==> config.mk <==
export PLATFORM = sky130hd
export DESIGN_NAME = div_unit_flat
export DESIGN_NICKNAME = d
export VERILOG_FILES = /design/src/rtl/mips_defs_pkg.sv /design/src/rtl/div_unit_if.sv /design/src/rtl/div_unit_step.sv /design/src/rtl/div_unit.sv /design/src/flat_wrapper.sv
export SDC_FILE = /design/constraint.sdc
export NUM_CORES = 1
export LEC_CHECK = 0
export CAP_MARGIN = 20
export CORE_ASPECT_RATIO = 0.5
export CORE_MARGIN = 8
export CORE_UTILIZATION = 45
export DETAILED_ROUTE_END_ITERATION = 10
export GPL_ROUTABILITY_DRIVEN = 0
export PLACE_DENSITY = 0.79
export SLEW_MARGIN = 20
export SYNTH_ARGS = -nofsm -noshare
export SYNTH_HDL_FRONTEND = slang
export SYNTH_SLANG_ARGS = --single-unit
==> constraint.sdc <==
create_clock -name clk -period 4.7 [get_ports clk]
set_input_delay 0.94 -clock clk [delete_from_list [all_inputs] [get_ports clk]]
set_output_delay 0.94 -clock clk [all_outputs]
set_load 0.03 [all_outputs]
==> src/rtl/mips_defs_pkg.sv <==
// mips_defs_pkg
//   Definitions shared between the EX-stage decode and the iterative divider:
//   the divider state encoding, the zero word, the DIV/DIVU function codes and
//   the operand width used for the divider.
package mips_defs_pkg;

   localparam int          DIV_WIDTH  = 32;
   localparam logic [31:0] ZERO_WORD  = 32'h0000_0000;

   // SPECIAL-opcode function fields decoded by EX to select the divider
   localparam logic [5:0]  DIV_OP_DIV  = 6'b01_1010;
   localparam logic [5:0]  DIV_OP_DIVU = 6'b01_1011;

   typedef enum logic [1:0] {
      DIV_FREE   = 2'b00,
      DIV_BYZERO = 2'b01,
      DIV_ON     = 2'b10,
      DIV_END    = 2'b11
   } div_state_e;

endpackage : mips_defs_pkg

==> src/rtl/div_unit_if.sv <==
// div_unit_if
//   Request/response bundle between the EX stage (master) and the divider
//   (slave).
//   signed_div_i : 1 = DIV (two's complement), 0 = DIVU
//   opdata1_i    : dividend
//   opdata2_i    : divisor
//   start_i      : request, held high by EX until it has consumed ready_o
//   annul_i      : cancel an in-flight divide
//   result_o     : {remainder, quotient}
//   ready_o      : result_o valid
interface div_unit_if #(
   parameter int WIDTH = 32
);
   logic                   signed_div_i;
   logic [WIDTH-1:0]       opdata1_i;
   logic [WIDTH-1:0]       opdata2_i;
   logic                   start_i;
   logic                   annul_i;
   logic [2*WIDTH-1:0]     result_o;
   logic                   ready_o;

   modport master (
      output signed_div_i, opdata1_i, opdata2_i, start_i, annul_i,
      input  result_o, ready_o
   );

   modport slave (
      input  signed_div_i, opdata1_i, opdata2_i, start_i, annul_i,
      output result_o, ready_o
   );

endinterface : div_unit_if

==> src/rtl/div_unit_step.sv <==
// div_unit_step
//   One radix-2 restoring iteration, purely combinational.
//   partial_rem   : running remainder (always < divisor)
//   dividend      : remaining dividend bits in the upper part, quotient bits
//                   accumulating in the lower part
//   divisor       : divisor magnitude (non-zero)
//   next_rem      : remainder after this step
//   next_dividend : dividend shifted left with the new quotient bit at bit 0
module div_unit_step #(
   parameter int WIDTH = 32
) (
   input  logic [WIDTH-1:0] partial_rem,
   input  logic [WIDTH-1:0] dividend,
   input  logic [WIDTH-1:0] divisor,
   output logic [WIDTH-1:0] next_rem,
   output logic [WIDTH-1:0] next_dividend
);

   // The shifted remainder can reach 2*divisor-1, so it needs one extra bit,
   // and the trial difference one more for the borrow.
   logic [WIDTH:0]   shifted_s;
   logic [WIDTH+1:0] diff_s;

   // Trial subtract: keep the difference when it does not borrow
   always_comb begin
      shifted_s     = {partial_rem, dividend[WIDTH-1]};
      diff_s        = {1'b0, shifted_s} - {2'b00, divisor};
      next_rem      = shifted_s[WIDTH-1:0];
      next_dividend = {dividend[WIDTH-2:0], 1'b0};
      if (diff_s[WIDTH+1] == 1'b0) begin
         next_rem      = diff_s[WIDTH-1:0];
         next_dividend = {dividend[WIDTH-2:0], 1'b1};
      end else begin
         next_rem      = shifted_s[WIDTH-1:0];
         next_dividend = {dividend[WIDTH-2:0], 1'b0};
      end
   end

endmodule : div_unit_step

==> src/rtl/div_unit.sv <==
// div_unit
//   Multi-cycle radix-2 restoring divider for DIV/DIVU. A request sampled in
//   FREE produces ready_o WIDTH edges later (one edge later for a zero
//   divisor); the result is held while start_i stays high.
//   clk : clock, rising edge
//   rst : synchronous active-high reset, dominates all other inputs
//   bus : div_unit_if slave port (operands, start/annul, result/ready)
module div_unit
   import mips_defs_pkg::*;
#(
   parameter int WIDTH = DIV_WIDTH
) (
   input  logic         clk,
   input  logic         rst,
   div_unit_if.slave    bus
);

   localparam int CNT_W = $clog2(WIDTH);

   div_state_e          state_r;
   logic [CNT_W-1:0]    cnt_r;
   logic [WIDTH-1:0]    rem_r;
   logic [WIDTH-1:0]    dvd_r;
   logic [WIDTH-1:0]    divisor_r;
   logic                neg_quot_r;
   logic                neg_rem_r;
   logic [2*WIDTH-1:0]  result_r;
   logic                ready_r;

   logic [WIDTH-1:0]    op1_mag_s;
   logic [WIDTH-1:0]    op2_mag_s;
   logic [WIDTH-1:0]    next_rem_s;
   logic [WIDTH-1:0]    next_dvd_s;
   logic [WIDTH-1:0]    quot_fix_s;
   logic [WIDTH-1:0]    rem_fix_s;

   function automatic logic [WIDTH-1:0] twos_neg(input logic [WIDTH-1:0] v);
      return ~v + WIDTH'(1);
   endfunction

   div_unit_step #(.WIDTH(WIDTH)) u_step (
      .partial_rem   (rem_r),
      .dividend      (dvd_r),
      .divisor       (divisor_r),
      .next_rem      (next_rem_s),
      .next_dividend (next_dvd_s)
   );

   // Operand magnitudes at sampling and sign correction of the final step.
   // The most negative value maps onto itself, which is its correct unsigned
   // magnitude, so -2^(W-1)/-1 wraps to q=-2^(W-1), r=0.
   always_comb begin
      op1_mag_s  = bus.opdata1_i;
      op2_mag_s  = bus.opdata2_i;
      quot_fix_s = next_dvd_s;
      rem_fix_s  = next_rem_s;
      if (bus.signed_div_i && bus.opdata1_i[WIDTH-1]) begin
         op1_mag_s = twos_neg(bus.opdata1_i);
      end else begin
         op1_mag_s = bus.opdata1_i;
      end
      if (bus.signed_div_i && bus.opdata2_i[WIDTH-1]) begin
         op2_mag_s = twos_neg(bus.opdata2_i);
      end else begin
         op2_mag_s = bus.opdata2_i;
      end
      if (neg_quot_r) begin
         quot_fix_s = twos_neg(next_dvd_s);
      end else begin
         quot_fix_s = next_dvd_s;
      end
      if (neg_rem_r) begin
         rem_fix_s = twos_neg(next_rem_s);
      end else begin
         rem_fix_s = next_rem_s;
      end
   end

   // Divider FSM, iteration counter and registered result/ready
   always_ff @(posedge clk) begin
      if (rst) begin
         state_r    <= DIV_FREE;
         cnt_r      <= '0;
         rem_r      <= '0;
         dvd_r      <= '0;
         divisor_r  <= '0;
         neg_quot_r <= 1'b0;
         neg_rem_r  <= 1'b0;
         result_r   <= '0;
         ready_r    <= 1'b0;
      end else begin
         case (state_r)
            DIV_FREE: begin
               result_r <= '0;
               ready_r  <= 1'b0;
               if (bus.start_i && !bus.annul_i) begin
                  dvd_r      <= op1_mag_s;
                  divisor_r  <= op2_mag_s;
                  rem_r      <= '0;
                  cnt_r      <= '0;
                  neg_quot_r <= bus.signed_div_i &
                                (bus.opdata1_i[WIDTH-1] ^ bus.opdata2_i[WIDTH-1]);
                  neg_rem_r  <= bus.signed_div_i & bus.opdata1_i[WIDTH-1];
                  if (bus.opdata2_i == '0) begin
                     state_r <= DIV_BYZERO;
                  end else begin
                     state_r <= DIV_ON;
                  end
               end else begin
                  state_r <= DIV_FREE;
               end
            end
            DIV_BYZERO: begin
               state_r  <= DIV_END;
               result_r <= '0;
               ready_r  <= 1'b1;
            end
            DIV_ON: begin
               if (bus.annul_i) begin
                  state_r  <= DIV_FREE;
                  result_r <= '0;
                  ready_r  <= 1'b0;
               end else begin
                  rem_r <= next_rem_s;
                  dvd_r <= next_dvd_s;
                  cnt_r <= cnt_r + CNT_W'(1);
                  if (cnt_r == CNT_W'(WIDTH - 1)) begin
                     state_r  <= DIV_END;
                     result_r <= {rem_fix_s, quot_fix_s};
                     ready_r  <= 1'b1;
                  end else begin
                     state_r  <= DIV_ON;
                     ready_r  <= 1'b0;
                  end
               end
            end
            DIV_END: begin
               // annul_i is ignored here: the result is already handed to EX
               if (!bus.start_i) begin
                  state_r  <= DIV_FREE;
                  result_r <= '0;
                  ready_r  <= 1'b0;
               end else begin
                  state_r  <= DIV_END;
               end
            end
            default: begin
               state_r  <= DIV_FREE;
               result_r <= '0;
               ready_r  <= 1'b0;
            end
         endcase
      end
   end

   assign bus.result_o = result_r;
   assign bus.ready_o  = ready_r;

endmodule : div_unit

==> src/flat_wrapper.sv <==
// flat-port wrapper written by rule: the top's interface ports become plain ports
module div_unit_flat import mips_defs_pkg::*;
#(
   parameter int WIDTH = DIV_WIDTH
)
  (clk, rst, bus_signed_div_i, bus_opdata1_i, bus_opdata2_i, bus_start_i, bus_annul_i, bus_result_o, bus_ready_o);
  div_unit_if #(.WIDTH(WIDTH)) bus_i ();
  input  logic clk;
  input  logic rst;
  input wire logic [$bits(bus_i.signed_div_i)-1:0] bus_signed_div_i;
  input wire logic [$bits(bus_i.opdata1_i)-1:0] bus_opdata1_i;
  input wire logic [$bits(bus_i.opdata2_i)-1:0] bus_opdata2_i;
  input wire logic [$bits(bus_i.start_i)-1:0] bus_start_i;
  input wire logic [$bits(bus_i.annul_i)-1:0] bus_annul_i;
  output wire logic [$bits(bus_i.result_o)-1:0] bus_result_o;
  output wire logic [$bits(bus_i.ready_o)-1:0] bus_ready_o;
  assign bus_i.signed_div_i = bus_signed_div_i;
  assign bus_i.opdata1_i = bus_opdata1_i;
  assign bus_i.opdata2_i = bus_opdata2_i;
  assign bus_i.start_i = bus_start_i;
  assign bus_i.annul_i = bus_annul_i;
  assign bus_result_o = bus_i.result_o;
  assign bus_ready_o = bus_i.ready_o;
  div_unit #(.WIDTH(WIDTH)) u_core (.clk(clk), .rst(rst), .bus(bus_i));
endmodule
==> impl_results.md <==
* Kind of cell adding the most delay to the critical path: compound AO/OA/AOI/OAI gates
* Total Wirelength at 33.6 mm
* Crit-path max FO at 5
* CTS clk-pin slew, worst paths at 0.07 ns
* Final setup violation count at 0
* Worst reg-to-reg path cell count at 14
* CTS root buffer: clkbuf_16
* Fin area at 13600 µm²
* Sequential cell area fraction in the yosys report at 29.9%
* Number of synthesized flops with an enable pin at 0
* Number of remaining DRC errors at 0
* Max-slew violation count at 0
* WHS Path Cells at 2
* Type of element launching the critical path: flip-flop
* R2R setup slack at 0.32 ns
* Synth unique cells at 85
* Crit path top cell by count: a311oi_1
* DR pass1 iterations at 6
* Clock latency on the worst-skew pair at 0.45 ns
* Final Util at 54.5%
* Critical path arrival at 4.76 ns
* Post-route minimum period at 4.38 ns
* F_max at 228 MHz
* Hold-fix buffers, CTS at 0
* Initial core utilization at 45.5%
* Synth Warn # at 0
* Synth Register Bits at 170
* Clock Skew at 0.0105 ns
* Post-synthesis cell count at 1498
* Hold slack at 0.451 ns
* Register area at 3400 µm²
* Cell Area, Placed at 13000 µm²
* Core Rows at 41
* Ant. Diodes at 0
* Top FF cell, synth: dfxtp_1
* Die Y at 129 µm
* Final nets at 1692
* Gr usage total at 21.4%
* CP Class: flip-flop to flip-flop
* CP endpoint kind: flip-flop
* Number of hold violations in the final report at 0
* Largest stage delay, worst path at 0.49 ns
* Initial antenna violation count at 0
* Area grow syn2layout at 19.6%
* First-pass GRT wire length at 54.7 mm
* Mapped Area at 11400 µm²
* P_leak at 5.11 nW
* CTS Buffer Depth at 2
* Vias in the first global route at 10800
* WP buf/inv at 1
* CTS tree: yes
* 1st-iter DRT viols at 1201
* Setup Slack @ Placement at 0.185 ns
* Design Power at 3.68 mW
* Filler instances at 2361
* Routed via count at 11500
* Crit-path cells: inv_1 -> ha_1 -> fa_1 -> nand2b_1 -> a21oi_1 -> o21ai_1 -> a311oi_1 -> nor4_1 -> a311oi_1 -> o311ai_0 -> o32a_1 -> nor4_2 -> or4b_1 -> nand3_1
* Setup TNS at 0 ns
* DP HPWL at 24.7 mm
* H-tree levels at 4
* Period utilisation layout at 93.2%
* Multi-input logic area at 7460 µm²
* Grt ovf at 0
* Die area at 31000 µm²
* PnR worst setup slack at 0.322 ns
* Worst Tran Pin Value at 0.896 ns
* Vias/cell at 5.94
* Worst endpoint required time at 5.09 ns
* PwrDens at 270 nW/µm²
* Post-synth net total at 1610
* Fraction of registers with async set/reset at 0%
* Fin cells at 1937
* Inserted Clock Buffers at 17
* Chip width at 241 µm
* Core area at 25000 µm²
* Instance count on the critical path at 14
* Peak VDD IR at 229 µV
* Hold Path Class: flip-flop to flip-flop
* Share of cells above drive strength 1 at 5.59%
* Largest net degree at the start of global routing at 67
* Worst rel slew slack at 40.1%
* Clock sinks at 170
* Wirelength per Cell at 17.4 µm
* IO Pins at 134
* Outcome: finished clean
* DRT antenna net count at 0
* Worst path slowest cell: a311oi_1
* Dpl cells at 1903
* Port-buffer cells at 133
* Synthesized area per cell at 7.61 µm²
* Max-cap violation count at 0
flip-flops by register name, indices dropped and copies added (netlist names):
signal / count
u_core.divisor_r: 32
u_core.dvd_r: 32
u_core.rem_r: 32
u_core.neg_quot_r: 1
u_core.neg_rem_r: 1
u_core.state_r: 2
u_core.cnt_r: 5
u_core.bus.ready_o: 1
u_core.bus.result_o: 64
cell usage after synthesis (12+ instances only):
master    number  area (µm²)
a21oi_1       89         445
xor2_1        57         499
a22oi_1       66         495
clkbuf_1      77         289
nor3_1        30         150
nand4_1       12        75.1
nand2_1      158         593
o21ai_0       91         455
xnor2_1       74         648
ha_1          42         526
nor2_1       202         758
inv_1         57         214
or3_1         28         175
a222oi_1      31         310
o21a_1        12        90.1
dfxtp_1      170        3400
nand3_1       26         130
o31ai_1       27         203
nor4_1        14        87.6
a211oi_1      30         225
final timing paths:
kind                                                      startpoint                              endpoint
worst max-delay path                   u_core.dvd_r[31]$_SDFFE_PP0P_  u_core.bus.result_o[63]$_SDFFE_PP0P_
worst min-delay path            u_core.bus.result_o[25]$_SDFFE_PP0P_  u_core.bus.result_o[25]$_SDFFE_PP0P_
worst max register to register         u_core.dvd_r[31]$_SDFFE_PP0P_  u_core.bus.result_o[63]$_SDFFE_PP0P_
worst min register to register  u_core.bus.result_o[25]$_SDFFE_PP0P_  u_core.bus.result_o[25]$_SDFFE_PP0P_
where the power goes:
part | switching (mW) | leakage, nW | internal, mW
combinational | 0.433 | 3.44 | 0.276
sequential | 0.0326 | 1.38 | 1.47
clock | 0.649 | 0.287 | 0.816
total | 1.11 | 5.11 | 2.57
cells in the final DEF, fill, tap and decap left out, types with 31 or more instances in the layout:
cell type,instances
a22oi_1,66
o21ai_0,91
xnor2_1,74
a222oi_1,31
dfxtp_1,170
nand2_1,158
inv_1,57
a21oi_1,88
xor2_1,57
ha_1,42
nor2_1,201
clkdlybuf4s50_1,132
area by class of cell:
type,instances,area share [%]
sequential,170,25.0
inverter,58,1.61
timing repair buffer,158,11.2
tap,344,3.16
clock inverter,13,1.04
clock buffer,19,3.32
multi-input combinational,1175,54.7
per-layer routing:
metal | global-route usage, % | vias up | wire length (µm)
met3 | 3.35 | 61 | 1780
li1 | - | 5629 | -
met2 | 36.2 | 393 | 16000
met4 | 8.79 | 0 | 947
met5 | 0 | - | 0
met1 | 27.0 | 5425 | 14900
worst register-to-register path, cell delays in order, from the launching register on:
cell and delay [ns]:
dfxtp_1 0.39, inv_1 0.06, ha_1 0.20, fa_1 0.44
nand2b_1 0.21, a21oi_1 0.30, o21ai_1 0.23, a311oi_1 0.49
nor4_1 0.11, a311oi_1 0.24, o311ai_0 0.27, o32a_1 0.49
nor4_2 0.31, or4b_1 0.47, nand3_1 0.11
repair_timing:
item,in CTS,in global routing
resized for setup,0,2
endpoints found under the setup margin,0,2
buffers inserted,0,2
kinds of logic after synthesis:
logic type      Yosys count  synth area share, %
fa+ha+maj                43                 4.79
compound gates          450                 27.3
xor+xnor                131                 10.1
simple gates            543                 22.1
flops                   170                 29.9
mux                       8                0.713
buf+inv                 153                 5.24
No activity file was read; power rests on OpenSTA's default activity.
